$ cat src/rtl/sfx_player.sv
// Multi-channel square-wave sound-effect player with first-order sigma-delta mixing to a 1-bit PDM pin.
// Optional build macro SFX_SWEEP_EN adds a per-channel falling-pitch sweep (SWEEP input).

module sfx_channel #(
  parameter int PERIOD_W = 16,
  parameter int DUR_W    = 10
) (
  input  logic                clk,
  input  logic                rst,
  input  logic                tick,
  input  logic                trig,
  input  logic [PERIOD_W-1:0] period,
  input  logic [DUR_W-1:0]    duration,
`ifdef SFX_SWEEP_EN
  input  logic                sweep,
`endif
  output logic                busy,
  output logic                phase
);
  localparam logic [PERIOD_W-1:0] P_ONE = PERIOD_W'(1);
  localparam logic [DUR_W-1:0]    D_ONE = DUR_W'(1);

  logic [PERIOD_W-1:0] hcnt, hper;
  logic [DUR_W-1:0]    dcnt;
  logic                start;

  assign start = trig && (duration != '0);

`ifdef SFX_SWEEP_EN
  logic                sweep_q;
  logic [PERIOD_W:0]   hper_sum;
  logic [PERIOD_W-1:0] hper_swept;

  // hper + hper/16 + 1, clamped at all-ones
  assign hper_sum   = {1'b0, hper} + {5'b0, hper[PERIOD_W-1:4]} + (PERIOD_W+1)'(1);
  assign hper_swept = hper_sum[PERIOD_W] ? '1 : hper_sum[PERIOD_W-1:0];
`endif

  always_ff @(posedge clk or posedge rst) begin
    if (rst) begin
      busy  <= 1'b0;
      phase <= 1'b0;
      hcnt  <= '0;
      hper  <= '0;
      dcnt  <= '0;
`ifdef SFX_SWEEP_EN
      sweep_q <= 1'b0;
`endif
    end else if (start) begin
      hper  <= period;
      hcnt  <= period;
      dcnt  <= duration;
      busy  <= 1'b1;
      // a zero half-period is a silent channel, so it never raises phase
      phase <= (period != '0);
`ifdef SFX_SWEEP_EN
      sweep_q <= sweep;
`endif
    end else if (busy) begin
      if (hper == '0) begin
        phase <= 1'b0;
      end else if (hcnt <= P_ONE) begin
        // <= also catches hcnt==0 left over when a swept hper leaves zero
        hcnt  <= hper;
        phase <= ~phase;
      end else begin
        hcnt <= hcnt - P_ONE;
      end
      if (tick) begin
`ifdef SFX_SWEEP_EN
        if (sweep_q) hper <= hper_swept;
`endif
        dcnt <= dcnt - D_ONE;
        if (dcnt == D_ONE) begin
          busy  <= 1'b0;
          phase <= 1'b0;
        end
      end
    end
  end
endmodule

module sfx_player #(
  parameter int CHANNELS = 2,
  parameter int PERIOD_W = 16,
  parameter int DUR_W    = 10,
  parameter int TICK_DIV = 40000
) (
  input  logic                         CLK,
  input  logic                         RESET,
  input  logic [CHANNELS-1:0]          TRIG,
  input  logic [CHANNELS*PERIOD_W-1:0] PERIOD,
  input  logic [CHANNELS*DUR_W-1:0]    DURATION,
`ifdef SFX_SWEEP_EN
  input  logic [CHANNELS-1:0]          SWEEP,
`endif
  output logic [CHANNELS-1:0]          BUSY,
  output logic                         AUDIO
);
  localparam int LW = $clog2(CHANNELS + 1);
  localparam int TW = (TICK_DIV > 1) ? $clog2(TICK_DIV) : 1;
  localparam logic [LW:0] CH_N = (LW+1)'(CHANNELS);

  logic [TW-1:0]       pcnt;
  logic                tick;
  logic [CHANNELS-1:0] phase;
  logic [LW-1:0]       level, acc;
  logic [LW:0]         sum;

  // shared prescaler, never restarted by triggers
  assign tick = (pcnt == TW'(TICK_DIV - 1));

  always_ff @(posedge CLK or posedge RESET) begin
    if (RESET)     pcnt <= '0;
    else if (tick) pcnt <= '0;
    else           pcnt <= pcnt + TW'(1);
  end

  genvar c;
  generate
    for (c = 0; c < CHANNELS; c++) begin : g_ch
      sfx_channel #(
        .PERIOD_W (PERIOD_W),
        .DUR_W    (DUR_W)
      ) u_ch (
        .clk      (CLK),
        .rst      (RESET),
        .tick     (tick),
        .trig     (TRIG[c]),
        .period   (PERIOD[c*PERIOD_W +: PERIOD_W]),
        .duration (DURATION[c*DUR_W +: DUR_W]),
`ifdef SFX_SWEEP_EN
        .sweep    (SWEEP[c]),
`endif
        .busy     (BUSY[c]),
        .phase    (phase[c])
      );
    end
  endgenerate

  always_comb begin
    level = '0;
    for (int i = 0; i < CHANNELS; i++) level = level + LW'(BUSY[i] & phase[i]);
  end

  assign sum = {1'b0, acc} + {1'b0, level};

  // first-order sigma-delta: pulse density tracks level/CHANNELS
  always_ff @(posedge CLK or posedge RESET) begin
    if (RESET) begin
      acc   <= '0;
      AUDIO <= 1'b0;
    end else if (sum >= CH_N) begin
      acc   <= LW'(sum - CH_N);
      AUDIO <= 1'b1;
    end else begin
      acc   <= sum[LW-1:0];
      AUDIO <= 1'b0;
    end
  end
endmodule

$ cat config.mk
export PLATFORM = sky130hd
export DESIGN_NAME = sfx_player
export DESIGN_NICKNAME = d
export VERILOG_FILES = /design/src/rtl/sfx_player.sv
export SDC_FILE = /design/constraint.sdc
export NUM_CORES = 1
export LEC_CHECK = 0
export BUFFER_PORTS_ARGS = -buffer_cell sky130_fd_sc_hd__buf_2
export CAP_MARGIN = 10
export CORE_UTILIZATION = 60
export CTS_CLUSTER_SIZE = 12
export DETAILED_ROUTE_END_ITERATION = 8
export PLACE_DENSITY = 0.91
export SYNTH_ARGS = -nofsm -noshare
export SYNTH_HDL_FRONTEND = slang
export SYNTH_SLANG_ARGS = --single-unit
$ cat constraint.sdc
create_clock -name CLK -period 4.6 [get_ports CLK]
set_input_delay 0.69 -clock CLK [delete_from_list [all_inputs] [get_ports CLK]]
set_output_delay 0.69 -clock CLK [all_outputs]
set_load 0.02 [all_outputs]
## Word level (Yosys, flattened, before mapping)

Index checks and enable logic that the tools add are counted.

- Output and inout port bits: 3
- Logic and storage cells: 86
- Register bits after elaboration: 107
- Input bits: 56

- Add/subtract/negate cells: 8
- Magnitude comparators: 3
- Eq/ne operators: 5
- Bitwise logic cells: 4
- Muxes and demuxes: 37
- Reduce and logical (&&, ||, !) cells: 16

Operator list:

| cell | number |
|---|---|
| 2-to-1 mux 16 bit | 9 |
| 2-to-1 mux 10 bit | 6 |
| <= comparator 16 x 1 -> 1 bit, second input constant | 2 |
| logical NOT 16 bit | 2 |
| nonzero test 16 bit | 2 |
| subtractor 16 x 1 -> 16 bit, second input constant | 2 |
| 2-to-1 mux 1 bit | 21 |
| equality test 10 x 1 -> 1 bit, second input constant | 2 |
| nonzero test 10 bit | 2 |
| subtractor 10 x 1 -> 10 bit, second input constant | 2 |
| adder 16 x 1 -> 16 bit, second input constant | 1 |
| equality test 16 bit, second input constant | 1 |
| AND reduction 2 bit | 4 |
| nonzero test 2 bit | 4 |
| inequality test 2 x 1 -> 1 bit, second input constant | 2 |
| adder 2 x 2 -> 3 bit | 1 |
| greater-or-equal comparator 3 x 2 -> 1 bit, second input constant | 1 |
| adder 1 x 1 -> 2 bit | 1 |
| bitwise AND 1 bit | 2 |
| logical AND 1 bit | 2 |
| 2-to-1 mux 2 bit | 1 |
| inverter 1 bit | 2 |
| subtractor 2 bit, second input constant | 1 |

## Depth between registers and ports, before layout

- Depth in word-level cells: 7
- Gate-level depth with buffers: 8
- Mapped depth without buffers: 7

## By module

A second synthesis with hierarchy kept.

- Cells, all modules: 679
- Area total of the unflattened synthesis: 5930.7 sq um

By module, submodules not included:

| module | area each (sq um) | seq. area each (sq um) | cells an instance | times used |
|---|---|---|---|---|
| sfx_channel | 2506.2 | 1101.1 | 297 | 2 |
| sfx_player | 918.4 | 475.5 | 85 | 1 |

## Worst setup path before layout

No wires, ideal clock.

- Path kind: input port to flip-flop
- From: in DURATION[14]
- To: reg g_ch[1].u_ch.phase
- Cell stages on the path: 5
- Arrival time: 2.314 ns
- Library setup time: 0.064 ns
- Buffers on the path: 0
- Required time: 4.536 ns
- Slack: 2.222 ns
- Cell sequence: or4_4 o41ai_4 nand2_2 o41ai_2 a21o_1

- Word-level cells in the longest chain between the ends: 3
- Elaborated cells between the ends (all ways): 4
- Classes of those cells: mux (1); reduce/logical (3)

Ends and longest elaborated chain:

| element | line | source |
|---|---|---|
| from (decl) | 93 | `input logic [CHANNELS*DUR_W-1:0] DURATION,` |
| nonzero test 10 bit (*) | 27 | `assign start = trig && (duration != '0);` |
| logical AND 1 bit (*) | 27 |  |
| 2-to-1 mux 1 bit / nonzero test 2 bit (equally long branches) | n/a |  |
| to (signal assigned) | 55 | `phase <= (period != '0);` |
| to (signal assigned) | 65 | `phase <= ~phase;` |
| to (decl) | 18 | `output logic phase` |

Mark *: on every way between the ends. The rest lies on a longest branch, timed or not.
A chain may end at the register's enable or synchronous reset.

## Worst setup path in the final report

- From: reg g_ch[1].u_ch.hcnt[2]
- To: reg g_ch[1].u_ch.hcnt[13]

- Word-level cells in the longest chain between the ends: 5
- Elaborated cells between the ends (all ways): 6
- Classes of those cells: add/sub (1); order compare (1); mux (4)

Ends and longest elaborated chain:

| element | line | source |
|---|---|---|
| from (decl) | 23 | `logic [PERIOD_W-1:0] hcnt, hper;` |
| from (signal assigned) | 51 | `hcnt <= period;` |
| from (signal assigned) | 64 | `hcnt <= hper;` |
| from (signal assigned) | 67 | `hcnt <= hcnt - P_ONE;` |
| subtractor 16 x 1 -> 16 bit / <= comparator 16 x 1 -> 1 bit (equally long branches) | 67, 62 |  |
| 2-to-1 mux 16 bit (*) | 62 | `end else if (hcnt <= P_ONE) begin` |
| 2-to-1 mux 16 bit (*) | 60 | `if (hper == '0) begin` |
| 2-to-1 mux 16 bit (*) | 59 | `end else if (busy) begin` |
| 2-to-1 mux 16 bit (*) | 49 | `end else if (start) begin` |

Mark *: on every way between the ends. The rest lies on a longest branch, timed or not. The select of a mux whose other input is x is not followed.

==> impl_metrics.ini <==
[hold_path]
min_path_type = primary input to asynchronous set/reset pin

[final_layout]
final_area_mm2 = 0.00673
drive_gt1_share_pct = 14.0
n_fill_cell = 775
diodes = 0
area_delta_synth_final_pct = 9.78
nets = 813

[yosys]
synthTopCellsByArea = dfrtp_1 44%, nand2_1 8.5%, o21ai_0 4.0%, nor2_1 3.6%, xor2_1 2.6%
synth_edf_count = 0
yosys.area.top_type = dfrtp_1
synth_cell_types = 66
yosysSeqAreaShare_pct = 43.7
ys.flop_type = dfrtp_1
yosysWarnings = 0
yosysMostFrequentCell = nand2_1
syn-num-nets = 775
async_reset_ff_share_pct = 100
ys_top_cells_by_count = 139 x nand2_1, 107 x dfrtp_1, 59 x nor2_1
synth_top_area_share_pct = 43.7
synthCells = 707
ys_ff_latch = 107
netlist_area_mm2 = 0.00613
syn_avg_cell_area_um2 = 8.67

[worst_setup_path]
path_cells = nor3_1 -> o211ai_1 -> nor2_1 -> a31oi_1 -> a32o_1
cp_max_fo = 17
cpMaxStageDelayCell = nor2_1
cp-start-kind = flip-flop
critPathKind = flip-flop to flip-flop
required_ns = 4.89
worst_setup_path_end_kind = flip-flop
cpPeakStageDelay_ns = 0.69
worstPathArrival_ns = 3.23

[timing]
tns_ns = 0
layout_worst_path_cycle_share_pct = 63.9
worst_hold_slack_ns = 0.470
fin_crit_ns = 2.94
maxSlewHeadroom_pct = 17.8
finalSetupViolCount = 0
hold_viol_final = 0
rsz0062_at_grt = no
max_freq_mhz = 340
slew_viol_final = 0
worst_clock_skew_ns = 0.0113
tightest_slew_ns = 1.23

[clock_network]
postCtsSetupBuffers = 0
clk_latency_ns = 0.39
post_cts_resized = 0
cts.sinks = 107
cts-root-buf = clkbuf_8
cts_buffers = 9
htreeDepth = 3
cts_tree = built
cts_hold_buf = 0
cts_buffer_depth = 2
cts.reportedPaths.clkPinSlew_ns = 0.11

[drt]
first_pass_iters = 6
drc = 0
drtAntennaViolNets = 0
wirelength_um = 15200
via_per_inst = 6.38
wl_per_cell_um = 17.2
num_vias = 5637
drt_iter0_markers = 333

[pwr]
switching_power_mw = 0.615
combPwrFrac_pct = 14.9
cellInternalPower_mw = 1.46
power.density_mw_per_mm2 = 308
p_sw_share_pct = 29.7
p_leak_nw = 2.86
p_clk_share_pct = 31.7
seq_power_share_pct = 53.4
peakVddDrop_uv = 271

[flow_run]
cap_violations = 0

[die]
die_w_um = 103
ios = 59
start_util_pct = 62.4
core_region_area_mm2 = 0.00982
die_h_um = 103
fp-row-count = 36
die-area_mm2 = 0.0106

[global_routing]
track_usage_pct = 30.5
grt_pass1_vias = 5306
grt_pass1_wl_um = 24900
grt_max_degree = 74
antenna_found_initial = 0
gr-total-overflow = 0

[run_status]
run_status = complete, no violations

[placement]
port_buffers = 58
place.gp.congestion = 0.937
dp_hpwl_um = 10700
post_dp_cell_area_mm2 = 0.00649
layer usage:
layer	GRT usage, %	routed length, um	vias to the layer above
met4	11.8	369	0
met5	0	0	-
met2	49.4	7260	261
li1	-	-	2634
met1	40.2	6320	2691
met3	6.51	1200	51
power groups by stage:
stage	clock, mW	combinational (mW)	sequential [mW]
floorplan	0	0.219	1.10
global placement	0	0.291	1.12
detailed placement	0	0.307	1.12
CTS	0.661	0.309	1.10
global route	0.691	0.353	1.12
finish	0.656	0.310	1.11
registers in the layout, summed over array words and instances, names as in the netlist:
register / count
g_ch.u_ch.hcnt: 32
g_ch.u_ch.hper: 32
g_ch.u_ch.dcnt: 20
pcnt: 16
acc: 2
g_ch.u_ch.busy: 2
g_ch.u_ch.phase: 2
AUDIO: 1
final timing paths:
kind	end	depth (start not counted)	start	slack (ns)
worst max-delay path	g_ch[1].u_ch.hcnt[13]$_DFFE_PP0P_	5	g_ch[1].u_ch.hcnt[2]$_DFFE_PP0P_	1.66
worst min-delay path	g_ch[1].u_ch.hcnt[11]$_DFFE_PP0P_	2	RESET	0.47
worst max register to register	g_ch[1].u_ch.hcnt[13]$_DFFE_PP0P_	5	g_ch[1].u_ch.hcnt[2]$_DFFE_PP0P_	1.66
worst min register to register	pcnt[0]$_DFF_PP0_	1	pcnt[0]$_DFF_PP0_	0.49
max in group asynchronous	g_ch[0].u_ch.hper[1]$_DFFE_PP0P_	3	RESET	3.10
min in group CLK	pcnt[0]$_DFF_PP0_	1	pcnt[0]$_DFF_PP0_	0.49
worst max-delay path, delay by kind of cell (launching register included):
kind,cells,cell delay [ns]
and+or+nand+nor,2,1.25
AOI/OAI and AO/OA,3,1.13
DFF,1,0.45
area by class of cell:
cell class / instances / area (um2) / area share [%]
Inverter: 25 / 96.3 / 1.43
Tap cell: 133 / 166 / 2.47
Multi-Input combinational cell: 538 / 3220 / 47.9
Sequential cell: 107 / 2680 / 39.8
Clock inverter: 7 / 98.8 / 1.47
Timing Repair Buffer: 64 / 343 / 5.10
Clock buffer: 9 / 124 / 1.84
cells by family after synthesis:
family | count (synthesis) | share of synthesized area, %
simple gates | 337 | 27.2
flops | 107 | 43.7
buf+inv | 62 | 4.08
compound gates | 152 | 17.0
xor+xnor | 30 | 4.29
mux | 7 | 1.18
fa+ha+maj | 12 | 2.57
metrics by stage:
step	power, mW	setup slack (ns)	utilization [%]	instances
finish	2.07	1.66	68.5	883
global route	2.16	1.46	68.5	883
CTS	2.07	1.73	68.4	882
detailed placement	1.43	1.61	66.1	866
global placement	1.41	1.68	66.1	866
floorplan	1.32	1.09	-	707
placed cells by master, fill, tap and decap left out, types with 19 or more instances in the layout:
cell type  Yosys  layout
a21oi_1       22      22
nand2_1      139     139
or4_1         19      19
nor4_1        22      22
nand3_1       23      23
o21ai_0       49      49
dfrtp_1      107     107
inv_1         25      24
buf_2          8      58
nor2_1        59      59
Power figures use the tool's default switching activity.
